File: config.mk
export PLATFORM = sky130hd
export DESIGN_NAME = fetch_unit
export DESIGN_NICKNAME = d
export VERILOG_FILES = /design/src/rtl/fetch_pkg.sv /design/src/rtl/fetch_hold_reg.sv /design/src/rtl/fetch_unit.sv
export SDC_FILE = /design/constraint.sdc
export NUM_CORES = 1
export LEC_CHECK = 0
export BUFFER_PORTS_ARGS = -buffer_cell sky130_fd_sc_hd__buf_2
export CELL_PAD_IN_SITES_DETAIL_PLACEMENT = 0
export CELL_PAD_IN_SITES_GLOBAL_PLACEMENT = 1
export CORE_ASPECT_RATIO = 0.6
export CORE_UTILIZATION = 39
export DETAILED_ROUTE_END_ITERATION = 12
export GPL_TIMING_DRIVEN = 0
export PLACE_DENSITY_LB_ADDON = 0.1
export SYNTH_ARGS = -nofsm -noshare
export SYNTH_HDL_FRONTEND = slang
export SYNTH_HIERARCHICAL = 1
export SYNTH_SLANG_ARGS = --single-unit
File: constraint.sdc
create_clock -name clk -period 4.48 [get_ports clk]
set_input_delay 0.224 -clock clk [delete_from_list [all_inputs] [get_ports clk]]
set_output_delay 0.224 -clock clk [all_outputs]
set_load 0.005 [all_outputs]
File: src/rtl/fetch_pkg.sv
// rtl/fetch_pkg.sv - shared types and constants for the instruction fetch unit
// Purpose: FSM state encoding, instruction size and PC word-alignment mask.
// Ports: none (package).
package fetch_pkg;

    typedef enum logic [2:0] {
        IDLE,
        ISSUE,
        WAIT,
        HOLD,
        KILL
    } fetch_state_t;

    localparam logic [31:0] INSTR_BYTES   = 32'd4;
    localparam logic [31:0] PC_ALIGN_MASK = 32'hFFFF_FFFC;

endpackage

File: src/rtl/fetch_hold_reg.sv
// rtl/fetch_hold_reg.sv - 32-bit buffer for an instruction that arrived while decode was busy
// Purpose: parks imem_rdata until the output slot frees up.
// Ports:
//   clk, reset   clock and asynchronous active-high reset
//   load         capture data_in on the next edge
//   clear        empty the buffer (wins over load)
//   data_in      instruction word from memory
//   data         buffered instruction word
module fetch_hold_reg (
    input  logic        clk,
    input  logic        reset,
    input  logic        load,
    input  logic        clear,
    input  logic [31:0] data_in,
    output logic [31:0] data
);

    always_ff @(posedge clk or posedge reset) begin
        if (reset) begin
            data <= 32'd0;
        end else if (clear) begin
            data <= 32'd0;
        end else if (load) begin
            data <= data_in;
        end
    end

endmodule

File: src/rtl/fetch_unit.sv
// rtl/fetch_unit.sv - single-outstanding instruction fetch stage with redirect support
// Purpose: issues word fetches from the external PC register, delivers instructions
//          to decode through a one-entry output slot, and steers the PC register.
// Ports:
//   clk, reset                      clock and asynchronous active-high reset
//   pc_in / pc_next / pc_stall      PC register value, its next value, hold control
//   redirect / redirect_target      taken branch or jump from a later stage
//   id_stall                        decode cannot accept the slot this cycle
//   imem_req / imem_addr            memory request and its word address
//   imem_ack / imem_rdata           memory completion and read data
//   instr_out / instr_pc / instr_valid  output slot to decode
module fetch_unit
    import fetch_pkg::*;
#(
    parameter logic [31:0] RESET_PC = 32'h0000_0000
) (
    input  logic        clk,
    input  logic        reset,
    input  logic [31:0] pc_in,
    output logic [31:0] pc_next,
    output logic        pc_stall,
    input  logic        redirect,
    input  logic [31:0] redirect_target,
    input  logic        id_stall,
    output logic        imem_req,
    output logic [31:0] imem_addr,
    input  logic        imem_ack,
    input  logic [31:0] imem_rdata,
    output logic [31:0] instr_out,
    output logic [31:0] instr_pc,
    output logic        instr_valid
);

    fetch_state_t state;
    logic         slot_free;
    logic [31:0]  addr_inc;
    logic [31:0]  hold_data;
    logic         hold_load;
    logic         hold_clear;

    // The slot can take a new instruction if it is empty or decode drains it this edge.
    assign slot_free = !instr_valid || !id_stall;
    assign addr_inc  = imem_addr + INSTR_BYTES;

    assign hold_load  = (state == WAIT) && imem_ack && !redirect && !slot_free;
    assign hold_clear = (state == HOLD) && (redirect || slot_free);

    fetch_hold_reg u_hold (
        .clk     (clk),
        .reset   (reset),
        .load    (hold_load),
        .clear   (hold_clear),
        .data_in (imem_rdata),
        .data    (hold_data)
    );

    // PC register steering: the PC only advances when an instruction enters the
    // slot, so pc_in always names the next word to fetch.
    always_comb begin
        pc_stall = 1'b1;
        pc_next  = pc_in;
        if (reset) begin
            pc_stall = 1'b0;
            pc_next  = RESET_PC;
        end else if (redirect) begin
            pc_stall = 1'b0;
            pc_next  = redirect_target & PC_ALIGN_MASK;
        end else begin
            case (state)
                IDLE: begin
                    pc_stall = 1'b0;
                    pc_next  = RESET_PC;
                end
                WAIT: begin
                    if (imem_ack && slot_free) begin
                        pc_stall = 1'b0;
                        pc_next  = addr_inc;
                    end
                end
                HOLD: begin
                    if (slot_free) begin
                        pc_stall = 1'b0;
                        pc_next  = addr_inc;
                    end
                end
                default: begin
                    pc_stall = 1'b1;
                    pc_next  = pc_in;
                end
            endcase
        end
    end

    always_ff @(posedge clk or posedge reset) begin
        if (reset) begin
            state       <= IDLE;
            imem_req    <= 1'b0;
            imem_addr   <= 32'd0;
            instr_out   <= 32'd0;
            instr_pc    <= 32'd0;
            instr_valid <= 1'b0;
        end else begin
            // imem_req is raised only by branches that (re)enter WAIT or KILL.
            imem_req <= 1'b0;
            if (instr_valid && !id_stall) begin
                instr_valid <= 1'b0;
            end
            if (redirect) begin
                instr_valid <= 1'b0;
            end
            case (state)
                IDLE: begin
                    state <= ISSUE;
                end
                ISSUE: begin
                    if (!redirect && slot_free) begin
                        imem_addr <= pc_in;
                        imem_req  <= 1'b1;
                        state     <= WAIT;
                    end
                end
                WAIT: begin
                    if (imem_ack) begin
                        if (redirect) begin
                            state <= ISSUE;
                        end else if (slot_free) begin
                            instr_out   <= imem_rdata;
                            instr_pc    <= imem_addr;
                            instr_valid <= 1'b1;
                            state       <= ISSUE;
                        end else begin
                            state <= HOLD;
                        end
                    end else begin
                        // The request stays up until acked; a redirect only marks it stale.
                        imem_req <= 1'b1;
                        if (redirect) begin
                            state <= KILL;
                        end
                    end
                end
                HOLD: begin
                    if (redirect) begin
                        state <= ISSUE;
                    end else if (slot_free) begin
                        instr_out   <= hold_data;
                        instr_pc    <= imem_addr;
                        instr_valid <= 1'b1;
                        state       <= ISSUE;
                    end
                end
                KILL: begin
                    if (imem_ack) begin
                        state <= ISSUE;
                    end else begin
                        imem_req <= 1'b1;
                    end
                end
                default: begin
                    state <= IDLE;
                end
            endcase
        end
    end

endmodule

==> flow_summary.yaml, run 1 <==
grt:
  grt_overflow: 0
  grt_usage_pct: 24.8
  busiest_layer: "met1"
  grt_pass1_wl_um: 34400
  gr-usage-met1_pct: 37.8
  grt_max_degree: 69
  grt_util_met2_pct: 35.2
  met3_usage_pct: 5.39
  antenna_found_initial: 2
  grt_pass1_vias: 6062
cts:
  htreeDepth: 4
  cts_setup_buffers: 0
  clkLatencyLatePin_ns: 0.42
  root_buffer: "clkbuf_16"
  clk_path_buf_depth: 2
  clock-sinks: 133
  cts.repair.resized: 0
  numCtsBuffers: 17
  hold_buffers: 0
  clkTransAtPathRegs_ns: 0.07
  cts_tree: "built"
finish:
  final_util_pct: 52.2
  area_growth_syn_to_layout_pct: 30.3
  finalNonFillerCells: 1135
  drive_gt1_share_pct: 40.9
  nets: 989
logic_synthesis:
  synth_seq_cells: 133
  synth_top_area_cell: "dfrtp_1"
  yosys-top-cells-count: "dfrtp_1 (133), nor2_1 (90), mux2_2 (64), mux2i_1 (64), a21oi_1 (60)"
  yosys_warnings: 6
  synth_fp_nets: 740
  synthFlopType: "dfrtp_1"
  synth_edf_count: 0
  synthDominantCellAreaShare_pct: 48.4
  syn_inst: 638
  syn-mean-instance-area_um2: 10.8
  synth_seq_area_share_pct: 48.4
  synthTopCellsByArea: "dfrtp_1 (48%), mux2_2 (10%), mux2i_1 (9.3%), nor2_1 (4.9%), a21oi_1 (4.4%)"
  synth_most_common_cell: "dfrtp_1"
  synth.distinct_cells: 56
  synth_async_sr_flop_share_pct: 100
  syn_area_um2: 6870
sta:
  whs_ns: -0.0291
  post-route-min-period_ns: 2.81
  min_period_over_period_pct: 62.7
  slew_viol_final: 0
  rsz0062_at_grt: "no"
  max_freq_ghz: 0.356
  hold_viol: 32
  skew_ns: 0.0144
  relSlewSlack_pct: 51.5
  setup_slack_ns: 1.67
  tightest_slew_ns: 0.726
  setup_violations: 0
route:
  vias_per_cell: 5.25
  wl_um: 22100
  routed-via-count: 5964
  wl_per_cell_um: 19.4
  drt_iter0_drc: 452
  ant_nets: 0
  drt_first_pass_iters: 5
  drc_errors: 0
power:
  ir_worst_vdd_v: 0.000251
  total_power_mw: 5.87
  p_leak_nw: 4.27
  powerDensity_nw_per_um2: 655
die:
  initial_core_util_pct: 40.0
  dieHeight_um: 105
  num_rows: 37
  core_um2: 17200
  die_area_um2: 18200
  dieWidth_um: 173
  io-pin-count: 232
setup_path:
  end_kind: "primary output"
  path_class: "reg2out"
  cp.arrival_ns: 2.59
  r2r_cells: 7
  worstPathRequired_ns: 4.26
  cp_max_fo: 10
  worst_setup_path_start_kind: "register"
job:
  maxCapViolations: 0
status:
  violations: "hold timing"
  status: "complete, but fails checks"
placed_design:
  io_buffers: 229
  gp_congestion: 0.895
  dp.cells: 1102
  place_ws_ns: 2.13
  place_hpwl_um: 16200
min_path:
  min_path_type: "in2async"
==> state kept, by name, indices dropped and copies added, names as in the netlist <==
name / flops
instr_pc: 32
state: 3
imem_addr: 32
instr_valid: 1
instr_out: 32
imem_req: 1
u_hold/data: 32
==> final timing paths <==
path,from,endpoint,slack [ns]
worst min register to register,instr_pc[15],instr_pc[15],0.50
worst max register to register,state[1],u_hold/data[25],2.13
worst min-delay path,reset,u_hold/data[31],-0.03
max in group asynchronous,reset,imem_addr[28],3.45
min in group clk,pc_in[23],imem_addr[23],0.05
worst max-delay path,imem_addr[2],pc_next[24],1.67
==> logic make-up after synthesis <==
| logic type | Yosys count | synth area share, % |
|---|---|---|
| multiplexers | 128 | 19.8 |
| flip-flops | 133 | 48.4 |
| XOR/XNOR | 18 | 2.29 |
| buffers and inverters | 58 | 4.75 |
| adder cells (fa/ha/maj) | 1 | 0.182 |
| AND/OR/NAND/NOR | 178 | 13.3 |
| AO/OA/AOI/OAI | 122 | 11.2 |
==> layer usage <==
metal / vias up / wire (um)
li1: 2804 / -
met1: 2953 / 11500
met2: 187 / 9100
met3: 18 / 1310
met4: 2 / 182
met5: - / 13
==> final cells by class <==
cell class                      count  area, um2
Fill cell                        1634       8220
Sequential cell                   133       3330
Multi-Input combinational cell    447       3220
Timing Repair Buffer              230       1170
Clock buffer                       19        443
Tap cell                          234        293
Buffer                             48        289
Clock inverter                     13        171
Inverter                           10       40.0
Antenna cell                        1       2.50
==> power by group <==
group,switching [mW],leakage [nW],internal (mW)
Clock,0.580,0.295,0.899
Sequential,0.453,1.63,1.67
Combinational,1.17,2.35,1.10
Total,2.20,4.27,3.67
==> per-stage QoR <==
step / TNS, ns / hold slack, ns / cell area [um2]
2_1_floorplan: 0 / 0.340 / 6870
3_3_place_gp: -39.76 / 0.474 / 8310
3_5_place_dp: 0 / 0.476 / 8340
4_1_cts: 0 / 0.0427 / 8960
5_1_grt: 0 / 0.0271 / 8960
6_report: 0 / -0.0291 / 8960
==> placed cells by master, fill, tap and decap left out, drive strengths merged, types with 13 or more instances in the layout <==
cell type / Yosys / layout
mux2: 64 / 64
buf: 29 / 259
nor2: 91 / 91
inv: 10 / 13
clkbuf: 19 / 38
o21ai: 17 / 17
nand2: 14 / 14
dfrtp: 133 / 133
a21oi: 60 / 60
nor3: 19 / 19
mux2i: 64 / 64
xnor2: 17 / 17
==> critical path: stages (launching register included) <==
cell	delay, ns
dfrtp_1	0.44
ha_1	0.42
nand4_2	0.31
buf_4	0.29
nor4_1	0.18
o21ai_0	0.12
a211oi_1	0.24
buf_2	0.16
Note: power is estimated with default switching activity, not from simulation.
==> run 2, diff against run 1 <==
Settings changed: ABC_AREA set to 1, CORE_UTILIZATION 39 to 32.
Clock period 4.48 ns to 2.45 ns, I/O delays scaled along.
==> run 2 against run 1 <==
  * The run now ends clean
  * Final cell count grew 37%
  * Synthesized cell count rose by 47%
  * Design area grew 11%
  * Clock power up 78%
  * Worst hold slack improved by 0.057 ns
  * Area after synthesis increased by 0.78%
  * Setup slack got worse by 1.6 ns
  * Critical endpoint is now pc_next[30]
  * Highest routed layer is now met4
==> flow_summary.yaml, run 2 <==
status:
  status: "finished, final reports clean"
finish:
  finalNonFillerCells: 1553
  final_common_cell: "nand2_1"
  final_area_um2: 9940
  drive_gt1_share_pct: 26.5
  multi_input_area_um2: 3180
  layout_common_cells: "nand2_1 (285), buf_2 (243), dfrtp_1 (127)"
  regArea_um2: 3340
  nets: 1364
  fillers: 2249
  area_growth_syn_to_layout_pct: 43.5
  antenna_cells: 0
  final_util_pct: 47.0
power:
  ir_worst_vdd_v: 0.000681
  switching_power_mw: 4.93
  internal_power_mw: 6.65
  powerDensity_nw_per_um2: 1160
  clkPwrFrac_pct: 22.7
  swShare_pct: 42.5
  p_leak_nw: 5.05
  seqPwrFrac_pct: 33.1
  power_frac_comb_pct: 44.2
logic_synthesis:
  synthTopCellsByArea: "dfrtp_1 (48%), nand2_1 (15%), nor2_1 (7.2%), a21oi_1 (5.9%), o21ai_0 (5.0%)"
  muxShareOfSynthArea_pct: 0.488
  syn_inst: 938
  synth_seq_area_share_pct: 48.0
  synth.distinct_cells: 27
  synthSimpleGateAreaFrac_pct: 29.6
  yosys_warnings: 6
  synth_most_common_cell: "nand2_1"
  synth_top_area_cell: "dfrtp_1"
  synth_fp_nets: 1040
  syn_area_um2: 6930
  syn-mean-instance-area_um2: 7.38
  synth_seq_cells: 133
  synth_top_family_by_area: "simple AND/OR/NAND/NOR gates"
  synthFlopType: "dfrtp_1"
  synth_edf_count: 0
  synth_compound_area_share_pct: 14.0
  synthAdderAreaFrac_pct: 0.181
  yosys-top-cells-count: "nand2_1 (285), dfrtp_1 (133), nor2_1 (132)"
  synth_async_sr_flop_share_pct: 100
  synthDominantCellAreaShare_pct: 48.0
  synthXorXnorAreaFrac_pct: 0.759
cts:
  root_buffer: "clkbuf_16"
  clkTransAtPathRegs_ns: 0.06
  clkLatencyLatePin_ns: 0.43
  clock-sinks: 133
  clk_path_buf_depth: 2
  numCtsBuffers: 17
  cts_tree: "built"
  htreeDepth: 4
sta:
  setup_violations: 0
  whs_ns: 0.0277
  setup_slack_ns: 0.0957
  rsz0062_at_grt: "yes"
  hold_viol: 0
  min_period_over_period_pct: 96.1
  tightest_slew_ns: 0.764
  slew_viol_final: 0
  skew_ns: 0.00651
  max_freq_ghz: 0.425
  post-route-min-period_ns: 2.35
  relSlewSlack_pct: 49.1
placed_design:
  dp.cells: 1447
  place_area_um2: 8480
  place_hpwl_um: 21500
  io_buffers: 228
  place_ws_ns: 0.00650
  gp_congestion: 0.901
setup_path:
  r2r_setup_slack_ns: 0.25
  cp_max_fo: 10
  crit_top_cell: "nand2_1"
  cp_slowest_stage_delay_ns: 0.42
  path_cells: "inv_1 > nand2_1 > nor2_2 > nand2_1 > nand3_2 > buf_4 > a21oi_1 > a21oi_2 > buf_2"
  slowest_stage: "dfrtp_1"
  worst_setup_path_start_kind: "register"
  cp.arrival_ns: 2.23
  end_kind: "primary output"
  worstPathRequired_ns: 2.33
  path_class: "reg2out"
die:
  die_area_um2: 22300
  io-pin-count: 232
  num_rows: 41
  core_um2: 21100
  dieWidth_um: 192
  initial_core_util_pct: 32.8
  dieHeight_um: 116
grt:
  grt_pass1_vias: 7016
  grt_pass1_wl_um: 42500
  grt_overflow: 0
  grt_usage_pct: 26.0
  grt_max_degree: 85
  antenna_found_initial: 1
route:
  wl_per_cell_um: 18.5
  wl_um: 28700
  drc_errors: 0
  routed-via-count: 7655
  drt_iter0_drc: 514
  vias_per_cell: 4.93
  drt_first_pass_iters: 5
  ant_nets: 0
job:
  maxCapViolations: 0
min_path:
  min_path_type: "in2reg"
==> run 2: changes by cell type in the layout (fill, tap and decap cells not counted), moves of 47 or more <==
cell           previous run  this run
nand2_1                  13       285
dlygate4sd3_1             0        65
mux2i_1                  64         0
mux2_2                   64         3
nand3_1                  10        67
inv_1                     8        55
o21ai_0                  16        63
==> run 2: logic make-up after synthesis <==
logic type                 count (synthesis)
and+or+nand+nor                          502
buffers and inverters                    108
adders and majority gates                  1
muxes                                      3
AOI/OAI and AO/OA                        185
DFF                                      133
xor gates and xnor gates                   6
==> run 2: critical path, delay by kind of cell, from the launching register on <==
kind	cells	cell delay [ns]
buffers and inverters	3	0.49
DFF	1	0.42
and+or+nand+nor	4	0.57
AOI/OAI and AO/OA	2	0.32
==> run 2: power by group through the flow <==
stage               clock network (mW)  logic [mW]  registers, mW
CTS                               2.67        4.92           3.81
finish                            2.63        5.12           3.83
detailed placement                   0        4.71           3.84
floorplan                            0        2.56           3.72
global route                      2.76        5.68           3.96
global placement                     0        4.71           3.82
==> run 2: area by class of cell <==
type | count | area share [%]
buffer | 50 | 2.93
inverter | 58 | 2.19
clock buffer | 23 | 5.01
sequential | 133 | 33.6
clock inverter | 8 | 0.982
tap | 279 | 3.51
timing repair buffer | 305 | 19.8
multi-input combinational | 697 | 32.0
==> run 2: path summary, 6_finish.rpt <==
kind | cells after the start | to | startpoint
max in group asynchronous | 5 | imem_addr[13] | reset
min in group asynchronous | 3 | u_hold/data[20] | reset
setup / recovery | 9 | pc_next[30] | state[2]
hold reg to reg | 2 | u_hold/data[17] | u_hold/data[17]
setup reg to reg | 11 | u_hold/data[24] | state[2]
hold / removal | 3 | instr_valid | id_stall
==> run 2: stage by stage <==
stage          power [mW]  setup TNS [ns]
2_1_floorplan        6.27               0
3_3_place_gp         8.52           -3.88
3_5_place_dp         8.54               0
4_1_cts              11.4               0
5_1_grt              12.4         -0.0521
6_report             11.6               0
==> run 2: metal layers <==
layer | share of wire, % | global-route usage [%] | vias to the layer above
li1 | - | - | 3705
met4 | 0.61 | 4.60 | 0
met3 | 8.8 | 6.06 | 19
met5 | 0 | 0 | -
met2 | 38 | 33.1 | 321
met1 | 53 | 42.8 | 3610
==> run 2: what timing repair did <==
item / CTS / global route
gates resized for setup: 10 / 28
cloned: 0 / 2
pin swaps: 3 / 2
hold endpoints to repair: 108 / 0
setup buffers: 6 / 2
hold buffers: 65 / 0
endpoints found under the setup margin: 32 / 27
==> run 3, diff against run 2 <==
Clock period 2.45 ns to 2.1 ns, I/O delays scaled along.
==> run 3 against run 2 <==
  * Sequential cell count did not move
  * Clock skew barely moved
  * Critical path type unchanged
  * Combinational power rose by 47%
  * The run now ends with setup timing left
  * Sequential share of layout area fell by 2.5 points
  * Highest routed layer unchanged
  * Register-to-register slack got worse by 0.11 ns
  * Final cell count rose by 1.9%
==> flow_summary.yaml, run 3 (same netlist as run 2, synthesis figures left out) <==
min_path:
  whs_path_depth: 3
  min_path_type: "in2reg"
  hold_start: "imem_ack"
  holdPathEnd: "instr_valid"
power:
  clkPwrFrac_pct: 20.3
  internal_power_mw: 8.65
  seqPwrFrac_pct: 29.6
  powerDensity_nw_per_um2: 1400
  power_frac_comb_pct: 50.2
  ir_worst_vdd_v: 0.000808
  swShare_pct: 42.6
  switching_power_mw: 6.42
  p_leak_nw: 5.31
  total_power_mw: 15.1
die:
  initial_core_util_pct: 32.8
  dieHeight_um: 116
  core_um2: 21100
  dieWidth_um: 192
  io-pin-count: 232
  die_area_um2: 22300
  num_rows: 41
setup_path:
  end_kind: "primary output"
  reg2reg_from: "state[1]"
  r2r_cells: 6
  r2r_setup_slack_ns: 0.14
  cp_slowest_stage_delay_ns: 0.39
  cp_max_fo: 5
  worstPathRequired_ns: 2.00
  cp.arrival_ns: 2.06
  worst_setup_path_start_kind: "register"
  slowest_stage: "dfrtp_1"
  path_cells: "inv_2 > nand2_4 > nor2_4 > buf_6 > a21oi_4 > nor2_4 > buf_12 > buf_12 > nand3_2 > a21oi_2 > buf_2"
  path_class: "reg2out"
  critPathTopFamily: "buffers and inverters"
  startpoint: "state[2]"
  critPathBufInv: 5
  reg2reg_to: "imem_addr[4]"
route:
  vias_per_cell: 4.96
  drc_errors: 0
  routed-via-count: 7853
  wl_um: 29600
  drt_iter0_drc: 520
  wl_per_cell_um: 18.7
  drt_first_pass_iters: 5
  ant_nets: 0
grt:
  antenna_found_initial: 0
  grt_max_degree: 43
  grt_usage_pct: 27.0
  grt_pass1_wl_um: 43900
  grt_overflow: 0
  grt_pass1_vias: 7211
sta:
  min_period_over_period_pct: 103
  slew_viol_final: 0
  max_freq_ghz: 0.462
  hold_viol: 0
  post-route-min-period_ns: 2.17
  whs_ns: 0.0855
  tightest_slew_ns: 0.755
  final.setup.tns_ns: -0.663
  relSlewSlack_pct: 49.6
  setup_slack_ns: -0.0657
  skew_ns: 0.00683
  setup_violations: 23
  rsz0062_at_grt: "yes"
cts:
  root_buffer: "clkbuf_16"
  clock-sinks: 133
  clkTransAtPathRegs_ns: 0.06
  numCtsBuffers: 17
  clkLatencyLatePin_ns: 0.43
  cts_tree: "built"
  htreeDepth: 4
  clk_path_buf_depth: 2
finish:
  area_growth_syn_to_layout_pct: 55.9
  nets: 1393
  fillers: 2165
  antenna_cells: 0
  multi_input_area_um2: 3640
  drive_gt1_share_pct: 35.8
  layout_common_cells: "nand2_1 (263), buf_2 (241), dfrtp_1 (116)"
  final_area_um2: 10800
  final_common_cell: "nand2_1"
  regArea_um2: 3350
  final_util_pct: 51.1
  finalNonFillerCells: 1582
placed_design:
  dp.cells: 1447
  place_ws_ns: -0.326
  place_hpwl_um: 21500
  place_area_um2: 8480
  gp_congestion: 0.901
  io_buffers: 228
status:
  status: "complete, but fails checks"
  violations: "setup timing"
job:
  maxCapViolations: 0
-- run 3: cell count changes in the layout (fill, tap and decap cells not counted), sizes merged --
cell         previous run  this run
buf                   266       296
clkbuf                 47        44
bufbuf                  0         1
dlygate4sd3            65        66
-- run 3: power groups by stage --
stage               logic [mW]  clock network (mW)  registers, mW
floorplan                 2.98                   0           4.34
global placement          5.49                   0           4.45
detailed placement        5.49                   0           4.48
CTS                       6.74                3.12           4.42
global route              8.24                3.23           4.60
finish                    7.55                3.06           4.45
-- run 3: worst reg2reg max path, delay by kind of cell (launching register included) --
kind	cells	cell delay, ns
flops	1	0.42
buf+inv	3	0.69
simple gates	2	0.59
compound gates	1	0.18
-- run 3: worst max-delay path by stage --
| stage | slack, ns | cells after the start | end |
|---|---|---|---|
| global placement | -1.01 | 7 | pc_next[30] |
| detailed placement | -0.33 | 9 | pc_next[20] |
| finish | -0.07 | 11 | pc_next[30] |
| floorplan | 0.30 | 10 | u_hold/data[20] |
| CTS | -0.05 | 11 | pc_next[6] |
| global route | -0.15 | 13 | pc_next[14] |
-- run 3: final cells by class --
cell class              instances  area share, %
multi-input cells             697           33.7
plain buffers                  49           3.06
clock buffers                  23           4.61
clock inverters                 8          0.904
repair buffers                335           21.4
flip-flops and latches        133           31.0
inverters                      58           2.02
well taps                     279           3.23
-- run 3: layer usage --
layer	up-vias	routed length (um)	global-route usage [%]	part of all wire [%]
met5	-	0	0	0
li1	3770	-	-	-
met4	0	163	4.87	0.55
met1	3768	15400	43.9	52
met2	301	11500	34.8	39
met3	14	2480	6.66	8.4
-- run 3: what timing repair did --
item | 4_1_cts | 5_1_grt
setup buffers | 23 | 13
setup endpoints to repair | 65 | 99
gates cloned | 3 | 1
pin swaps | 17 | 37
resized for setup | 95 | 98
hold buffers | 66 | 0
hold endpoints to repair | 109 | 0
